--- src/rtl/circuito_exp6_genius.sv ---
// rtl/circuito_exp6_genius.sv - Simon-style memory game: datapath, control FSM and 7-segment debug
// Optional feature macro: SHOW_SEQUENCE_EN (adds MOSTRA state that replays the sequence on leds)

module hex7seg (
  input  logic [3:0] hex,
  output logic [6:0] seg
);
  // Active-low segments, bit order {g,f,e,d,c,b,a}
  always_comb begin
    seg = 7'b1111111;
    case (hex)
      4'h0: seg = 7'b1000000;
      4'h1: seg = 7'b1111001;
      4'h2: seg = 7'b0100100;
      4'h3: seg = 7'b0110000;
      4'h4: seg = 7'b0011001;
      4'h5: seg = 7'b0010010;
      4'h6: seg = 7'b0000010;
      4'h7: seg = 7'b1111000;
      4'h8: seg = 7'b0000000;
      4'h9: seg = 7'b0010000;
      4'hA: seg = 7'b0001000;
      4'hB: seg = 7'b0000011;
      4'hC: seg = 7'b1000110;
      4'hD: seg = 7'b0100001;
      4'hE: seg = 7'b0000110;
      default: seg = 7'b0001110;
    endcase
  end
endmodule

module circuito_exp6_genius #(
  parameter int TIMEOUT_CYCLES = 30000,
  parameter int MEM_DEPTH      = 16
) (
  input  logic       clock,
  input  logic       reset,
  input  logic       iniciar,
  input  logic [3:0] botoes,
  output logic [3:0] leds,
  output logic       pronto,
  output logic       ganhou,
  output logic       perdeu,
  output logic       db_clock,
  output logic       db_tem_jogada,
  output logic       db_igual,
  output logic       db_enderecoIgualRodada,
  output logic       db_timeout,
  output logic [6:0] db_contagem,
  output logic [6:0] db_memoria,
  output logic [6:0] db_jogadafeita,
  output logic [6:0] db_rodada,
  output logic [6:0] db_estado
);
  localparam int AW = $clog2(MEM_DEPTH);
  localparam int TW = (TIMEOUT_CYCLES > 2) ? $clog2(TIMEOUT_CYCLES) : 1;
  localparam logic [AW-1:0] LAST_ADDR = AW'(MEM_DEPTH - 1);
  localparam logic [TW-1:0] TMO_LAST  = TW'(TIMEOUT_CYCLES - 1);

  typedef enum logic [3:0] {
    INICIAL        = 4'h0,
    PREPARA        = 4'h1,
    INICIA_RODADA  = 4'h2,
    ESPERA         = 4'h3,
    REGISTRA       = 4'h4,
    COMPARA        = 4'h5,
    PROXIMA        = 4'h6,
    ESPERA_NOVA    = 4'h7,
    REGISTRA_NOVA  = 4'h8,
    ESCREVE        = 4'h9,
    PROXIMA_RODADA = 4'hA,
    FIM_GANHOU     = 4'hB,
    FIM_PERDEU     = 4'hC,
    FIM_TIMEOUT    = 4'hD
`ifdef SHOW_SEQUENCE_EN
    , MOSTRA       = 4'hE
`endif
  } state_t;

  state_t          state_q, state_d;
  logic [AW-1:0]   rodada_q, rodada_d;
  logic [AW-1:0]   endereco_q, endereco_d;
  logic [3:0]      jogada_q, jogada_d;
  logic [3:0]      mem_q [MEM_DEPTH];
  logic [3:0]      mem_d [MEM_DEPTH];
  logic [TW-1:0]   tmo_q, tmo_d;
  logic            tem_prev_q, tem_prev_d;
  logic            pulse_q, pulse_d;
  logic [3:0]      botoes_edge_q, botoes_edge_d;
  logic            pronto_q, pronto_d;
  logic            ganhou_q, ganhou_d;
  logic            perdeu_q, perdeu_d;
  logic            tem_jogada;
  logic            timeout;
  logic [3:0]      mem_rd;
`ifdef SHOW_SEQUENCE_EN
  logic [2:0]      mostra_cnt_q, mostra_cnt_d;
`endif

  assign tem_jogada = |botoes;
  assign timeout    = (tmo_q == TMO_LAST);
  assign mem_rd     = mem_q[endereco_q];

  // Next-state, datapath and registered-output computation
  always_comb begin
    state_d       = state_q;
    rodada_d      = rodada_q;
    endereco_d    = endereco_q;
    jogada_d      = jogada_q;
    mem_d         = mem_q;
    tmo_d         = '0;
    tem_prev_d    = tem_jogada;
    pulse_d       = tem_jogada & ~tem_prev_q;
    botoes_edge_d = botoes;
`ifdef SHOW_SEQUENCE_EN
    mostra_cnt_d  = mostra_cnt_q;
`endif

    // Timeout only accumulates while waiting for a play; it reads zero on entry
    if ((state_q == ESPERA || state_q == ESPERA_NOVA) && !timeout)
      tmo_d = tmo_q + TW'(1);

    case (state_q)
      INICIAL: if (iniciar) state_d = PREPARA;
      PREPARA: begin
        rodada_d   = '0;
        endereco_d = '0;
        jogada_d   = '0;
        for (int i = 0; i < MEM_DEPTH; i++) mem_d[i] = (i == 0) ? 4'b0001 : 4'b0000;
        state_d    = INICIA_RODADA;
      end
      INICIA_RODADA: begin
        endereco_d = '0;
`ifdef SHOW_SEQUENCE_EN
        mostra_cnt_d = '0;
        state_d      = MOSTRA;
`else
        state_d      = ESPERA;
`endif
      end
      ESPERA: begin
        if (pulse_q) begin
          jogada_d = botoes_edge_q;
          state_d  = REGISTRA;
        end else if (timeout) begin
          state_d  = FIM_TIMEOUT;
        end
      end
      REGISTRA: state_d = COMPARA;
      COMPARA: begin
        if (jogada_q != mem_rd)            state_d = FIM_PERDEU;
        else if (endereco_q != rodada_q)   state_d = PROXIMA;
        else if (rodada_q == LAST_ADDR)    state_d = FIM_GANHOU;
        else                               state_d = ESPERA_NOVA;
      end
      PROXIMA: begin
        endereco_d = endereco_q + AW'(1);
        state_d    = ESPERA;
      end
      ESPERA_NOVA: begin
        if (pulse_q) begin
          jogada_d = botoes_edge_q;
          state_d  = REGISTRA_NOVA;
        end else if (timeout) begin
          state_d  = FIM_TIMEOUT;
        end
      end
      REGISTRA_NOVA: begin
        endereco_d = endereco_q + AW'(1);
        state_d    = ESCREVE;
      end
      ESCREVE: begin
        mem_d[endereco_q] = jogada_q;
        state_d           = PROXIMA_RODADA;
      end
      PROXIMA_RODADA: begin
        rodada_d = rodada_q + AW'(1);
        state_d  = INICIA_RODADA;
      end
      FIM_GANHOU, FIM_PERDEU, FIM_TIMEOUT: if (iniciar) state_d = PREPARA;
`ifdef SHOW_SEQUENCE_EN
      // Each entry: 5 lit cycles then 1 blank cycle
      MOSTRA: begin
        if (mostra_cnt_q == 3'd5) begin
          mostra_cnt_d = '0;
          if (endereco_q == rodada_q) begin
            endereco_d = '0;
            state_d    = ESPERA;
          end else begin
            endereco_d = endereco_q + AW'(1);
          end
        end else begin
          mostra_cnt_d = mostra_cnt_q + 3'd1;
        end
      end
`endif
      default: state_d = INICIAL;
    endcase

    // Flags are computed from the next state so they line up with state_q
    pronto_d = (state_d == FIM_GANHOU) || (state_d == FIM_PERDEU) || (state_d == FIM_TIMEOUT);
    ganhou_d = (state_d == FIM_GANHOU);
    perdeu_d = (state_d == FIM_PERDEU) || (state_d == FIM_TIMEOUT);
  end

  // State and datapath registers
  always_ff @(posedge clock or negedge reset) begin
    if (!reset) begin
      state_q       <= INICIAL;
      rodada_q      <= '0;
      endereco_q    <= '0;
      jogada_q      <= '0;
      for (int i = 0; i < MEM_DEPTH; i++) mem_q[i] <= (i == 0) ? 4'b0001 : 4'b0000;
      tmo_q         <= '0;
      tem_prev_q    <= 1'b0;
      pulse_q       <= 1'b0;
      botoes_edge_q <= '0;
      pronto_q      <= 1'b0;
      ganhou_q      <= 1'b0;
      perdeu_q      <= 1'b0;
`ifdef SHOW_SEQUENCE_EN
      mostra_cnt_q  <= '0;
`endif
    end else begin
      state_q       <= state_d;
      rodada_q      <= rodada_d;
      endereco_q    <= endereco_d;
      jogada_q      <= jogada_d;
      mem_q         <= mem_d;
      tmo_q         <= tmo_d;
      tem_prev_q    <= tem_prev_d;
      pulse_q       <= pulse_d;
      botoes_edge_q <= botoes_edge_d;
      pronto_q      <= pronto_d;
      ganhou_q      <= ganhou_d;
      perdeu_q      <= perdeu_d;
`ifdef SHOW_SEQUENCE_EN
      mostra_cnt_q  <= mostra_cnt_d;
`endif
    end
  end

`ifdef SHOW_SEQUENCE_EN
  assign leds = (state_q == MOSTRA) ? ((mostra_cnt_q < 3'd5) ? mem_rd : 4'b0000) : jogada_q;
`else
  assign leds = jogada_q;
`endif

  assign pronto                 = pronto_q;
  assign ganhou                 = ganhou_q;
  assign perdeu                 = perdeu_q;
  assign db_clock               = clock;
  assign db_tem_jogada          = tem_jogada;
  assign db_igual               = (jogada_q == mem_rd);
  assign db_enderecoIgualRodada = (endereco_q == rodada_q);
  assign db_timeout             = timeout;

  hex7seg u_seg_contagem (.hex(4'(endereco_q)), .seg(db_contagem));
  hex7seg u_seg_memoria  (.hex(mem_rd),         .seg(db_memoria));
  hex7seg u_seg_jogada   (.hex(jogada_q),       .seg(db_jogadafeita));
  hex7seg u_seg_rodada   (.hex(4'(rodada_q)),   .seg(db_rodada));
  hex7seg u_seg_estado   (.hex(state_q),        .seg(db_estado));
endmodule

--- config.mk ---
export PLATFORM = sky130hd
export DESIGN_NAME = circuito_exp6_genius
export DESIGN_NICKNAME = d
export VERILOG_FILES = /design/src/rtl/circuito_exp6_genius.sv
export SDC_FILE = /design/constraint.sdc
export NUM_CORES = 1
export LEC_CHECK = 0
export ABC_AREA = 1
export BUFFER_PORTS_ARGS = -buffer_cell sky130_fd_sc_hd__buf_2
export CAP_MARGIN = 20
export CORE_ASPECT_RATIO = 2
export CORE_MARGIN = 2
export CORE_UTILIZATION = 32
export CTS_CLUSTER_SIZE = 30
export DETAILED_ROUTE_END_ITERATION = 10
export GPL_ROUTABILITY_DRIVEN = 0
export SYNTH_ARGS = -nofsm -noshare
export SYNTH_HDL_FRONTEND = slang
export SYNTH_HIERARCHICAL = 1
export SYNTH_SLANG_ARGS = --single-unit
--- constraint.sdc ---
create_clock -name clock -period 2.7 [get_ports clock]
set_input_delay 0 -clock clock [delete_from_list [all_inputs] [get_ports clock]]
set_output_delay 0 -clock clock [all_outputs]
set_load 0.02 [all_outputs]
==> impl_metrics.toml <==
[outcome]
outcome = "finished, final reports clean"

[yosys]
synth.distinct_cells = 41
yosysTopAreaCellShare = 0.392
synth_seq_cells = 104
synthCells = 889
yosysTopAreaCell = "dfrtp_1"
avgSynthCellArea_um2 = 7.39
ys_top_cells_by_area = "dfrtp_1 (39%), nand2_1 (15%), nand3_1 (9.0%), ha_1 (7.8%), inv_1 (7.2%)"
yosysWarnings = 6
syn-cell-area_mm2 = 0.00657
synth_ff_type = "dfrtp_1"
synth_fp_nets = 937
ys_seq_area_frac = 0.396
synth_edf_count = 0
synth-async-reset-ratio = 1.00

[grt]
first_global_vias = 6065
gr-total-overflow = 0
track_usage = 0.167
antenna_found_initial = 0
grt_pass1_wl_mm = 28.7
grt_start_max_net_pins = 95

[power]
p_per_area_mw_per_mm2 = 849
peakVddDrop_mv = 0.445
leakagePower_nw = 3.95

[critical_path]
worstRegToRegCells = 15
worstPathArrival_ps = 2550
critical_path_peak_fanout = 22
cp_data_required_time_ps = 2700
endpoint_kind = "output pin"
cp-start-kind = "flop"
crit_type = "reg2out"

[final_layout]
final_cell_area_mm2 = 0.00762
post-route-util = 0.376
layout.nets = 999
synthToLayoutAreaGrowth_pct = 16.1
final_cell_mix = "nand2_1 (254), inv_1 (123), nand3_1 (118)"
layout_commonest_cell = "nand2_1"
num_antenna_cells = 0
drive_above_1_share = 0.134

[detailed_routing]
drc = 0
num_vias = 6087
drtIter0Drc = 419
first_pass_iters = 5
viasPerCell = 4.99
wl_per_cell_um = 14.6
wirelength_mm = 17.9
antenna_left = 0

[sta]
min_period_ps = 2550
setup-violations-final = 0
fmax_mhz = 393
worstMarginPinSlew_ps = 604
tns_ps = 0
finalCritPeriodShare = 0.943
maxSlewViolCount = 0
worst_slack_ps = 153
max_slew_margin = 0.594
clock-skew-final_ps = 7.05
hold_viol_final = 0
rsz0062_at_grt = "false"

[floorplanning]
start_util = 0.324
rows = 74
die_w_um = 105
fp.coreArea_mm2 = 0.0203
io-pin-count = 54
die_h_um = 207
fp.dieArea_mm2 = 0.0218

[place]
postPlaceCellArea_mm2 = 0.00712
dpl.hpwl_mm = 12.9
port_buffers = 53
pre_cts_slack_ps = 526

[cts]
cts_tree = "built"
insertion_delay_ps = 480
clk_pin_slew_worst_paths_ps = 70
cts_setup_buffers = 0

[hold_path]
hp-class = "in2async"

[job]
cap_violations = 0
per-layer routing:
| layer | vias up | part of all wire | GRT usage |
|---|---|---|---|
| li1 | 3009 | - | - |
| met1 | 2879 | 0.37 | 0.162 |
| met2 | 155 | 0.56 | 0.324 |
| met3 | 44 | 0.037 | 0.0301 |
| met4 | 0 | 0.040 | 0.0986 |
| met5 | - | 0 | 0 |
area by class of cell:
class / instances / area, um2
Inverter: 142 / 541
Sequential cell: 104 / 2610
Clock buffer: 13 / 305
Tap cell: 266 / 333
Multi-Input combinational cell: 611 / 3210
Timing Repair Buffer: 79 / 533
Clock inverter: 6 / 93.8
Fill cell: 2094 / 12700
synth_stat cells (2+ instances only):
cell type / instances
nand2_1: 254
inv_1: 126
nand3_1: 118
dfrtp_1: 103
o22ai_1: 56
ha_1: 41
nor2_1: 36
o21ai_0: 27
buf_2: 12
inv_2: 12
buf_6: 10
o21ai_1: 9
a21oi_1: 8
nor3_1: 8
clkbuf_1: 7
nand4_1: 6
o21ai_2: 6
nand2_2: 5
nor3b_1: 5
nor2_2: 4
o211ai_1: 4
xnor2_1: 4
a221oi_1: 3
clkinv_1: 3
nor4_1: 3
buf_4: 2
nor2_4: 2
o31ai_1: 2
critical path, cell delays in order, from the launching register on:
cell	delay, ps
dfrtp_2	480
clkbuf_16	220
o211ai_1	260
nand2_1	100
nand2_1	90
nand2_1	60
inv_2	60
nand2_2	50
buf_4	170
inv_1	150
nand2_1	90
nand2_1	60
nand2_1	60
nand2_1	60
buf_2	150
cells by family (layout without fill, tap and decap cells):
family                     count (synthesis)  in the layout  synth area share
and+or+nand+nor                          446            446             0.294
xor gates and xnor gates                   5              5           0.00667
AOI/OAI and AO/OA                        118            118             0.109
adders and majority gates                 41             41            0.0781
buffers and inverters                    174            240             0.115
muxes                                      1              1           0.00152
DFF                                      104            104             0.396
what timing repair did:
| item | CTS | global route |
|---|---|---|
| setup endpoints to repair | 0 | 7 |
| hold buffers | 7 | 0 |
| resized for setup | 0 | 9 |
| hold endpoints to repair | 111 | 0 |
through the flow:
stage	instances	hold WS (ps)	total power (W)
after global placement	1195	-149	0.00482
after floorplan	889	-296	0.00394
after detailed placement	1195	-146	0.00483
after global routing	1221	168	0.00692
final	1221	90.7	0.00647
after CTS	1220	140	0.00650
registers in the layout, indices dropped and copies added (netlist names):
name	flops
mem_q	64
tmo_q	15
botoes_edge_q	4
endereco_q	4
leds	4
rodada_q	4
state_q	4
ganhou	1
perdeu	1
pronto	1
pulse_q	1
tem_prev_q	1
worst paths after layout:
path	from	to	slack, ps
hold reg to reg	tem_prev_q	pulse_q	390
max in group asynchronous	reset	mem_q[29]	1810
setup reg to reg	endereco_q[0]	pronto	570
setup / recovery	endereco_q[0]	db_memoria[3]	150
min in group clock	botoes[0]	botoes_edge_q[0]	180
hold / removal	reset	mem_q[21]	90
power breakdown:
group	internal, W	switching [W]	total (W)
combinational	0.000916	0.00202	0.00294
clock	0.00101	0.000670	0.00168
sequential	0.00166	0.000196	0.00185
Power figures use the tool's default switching activity.
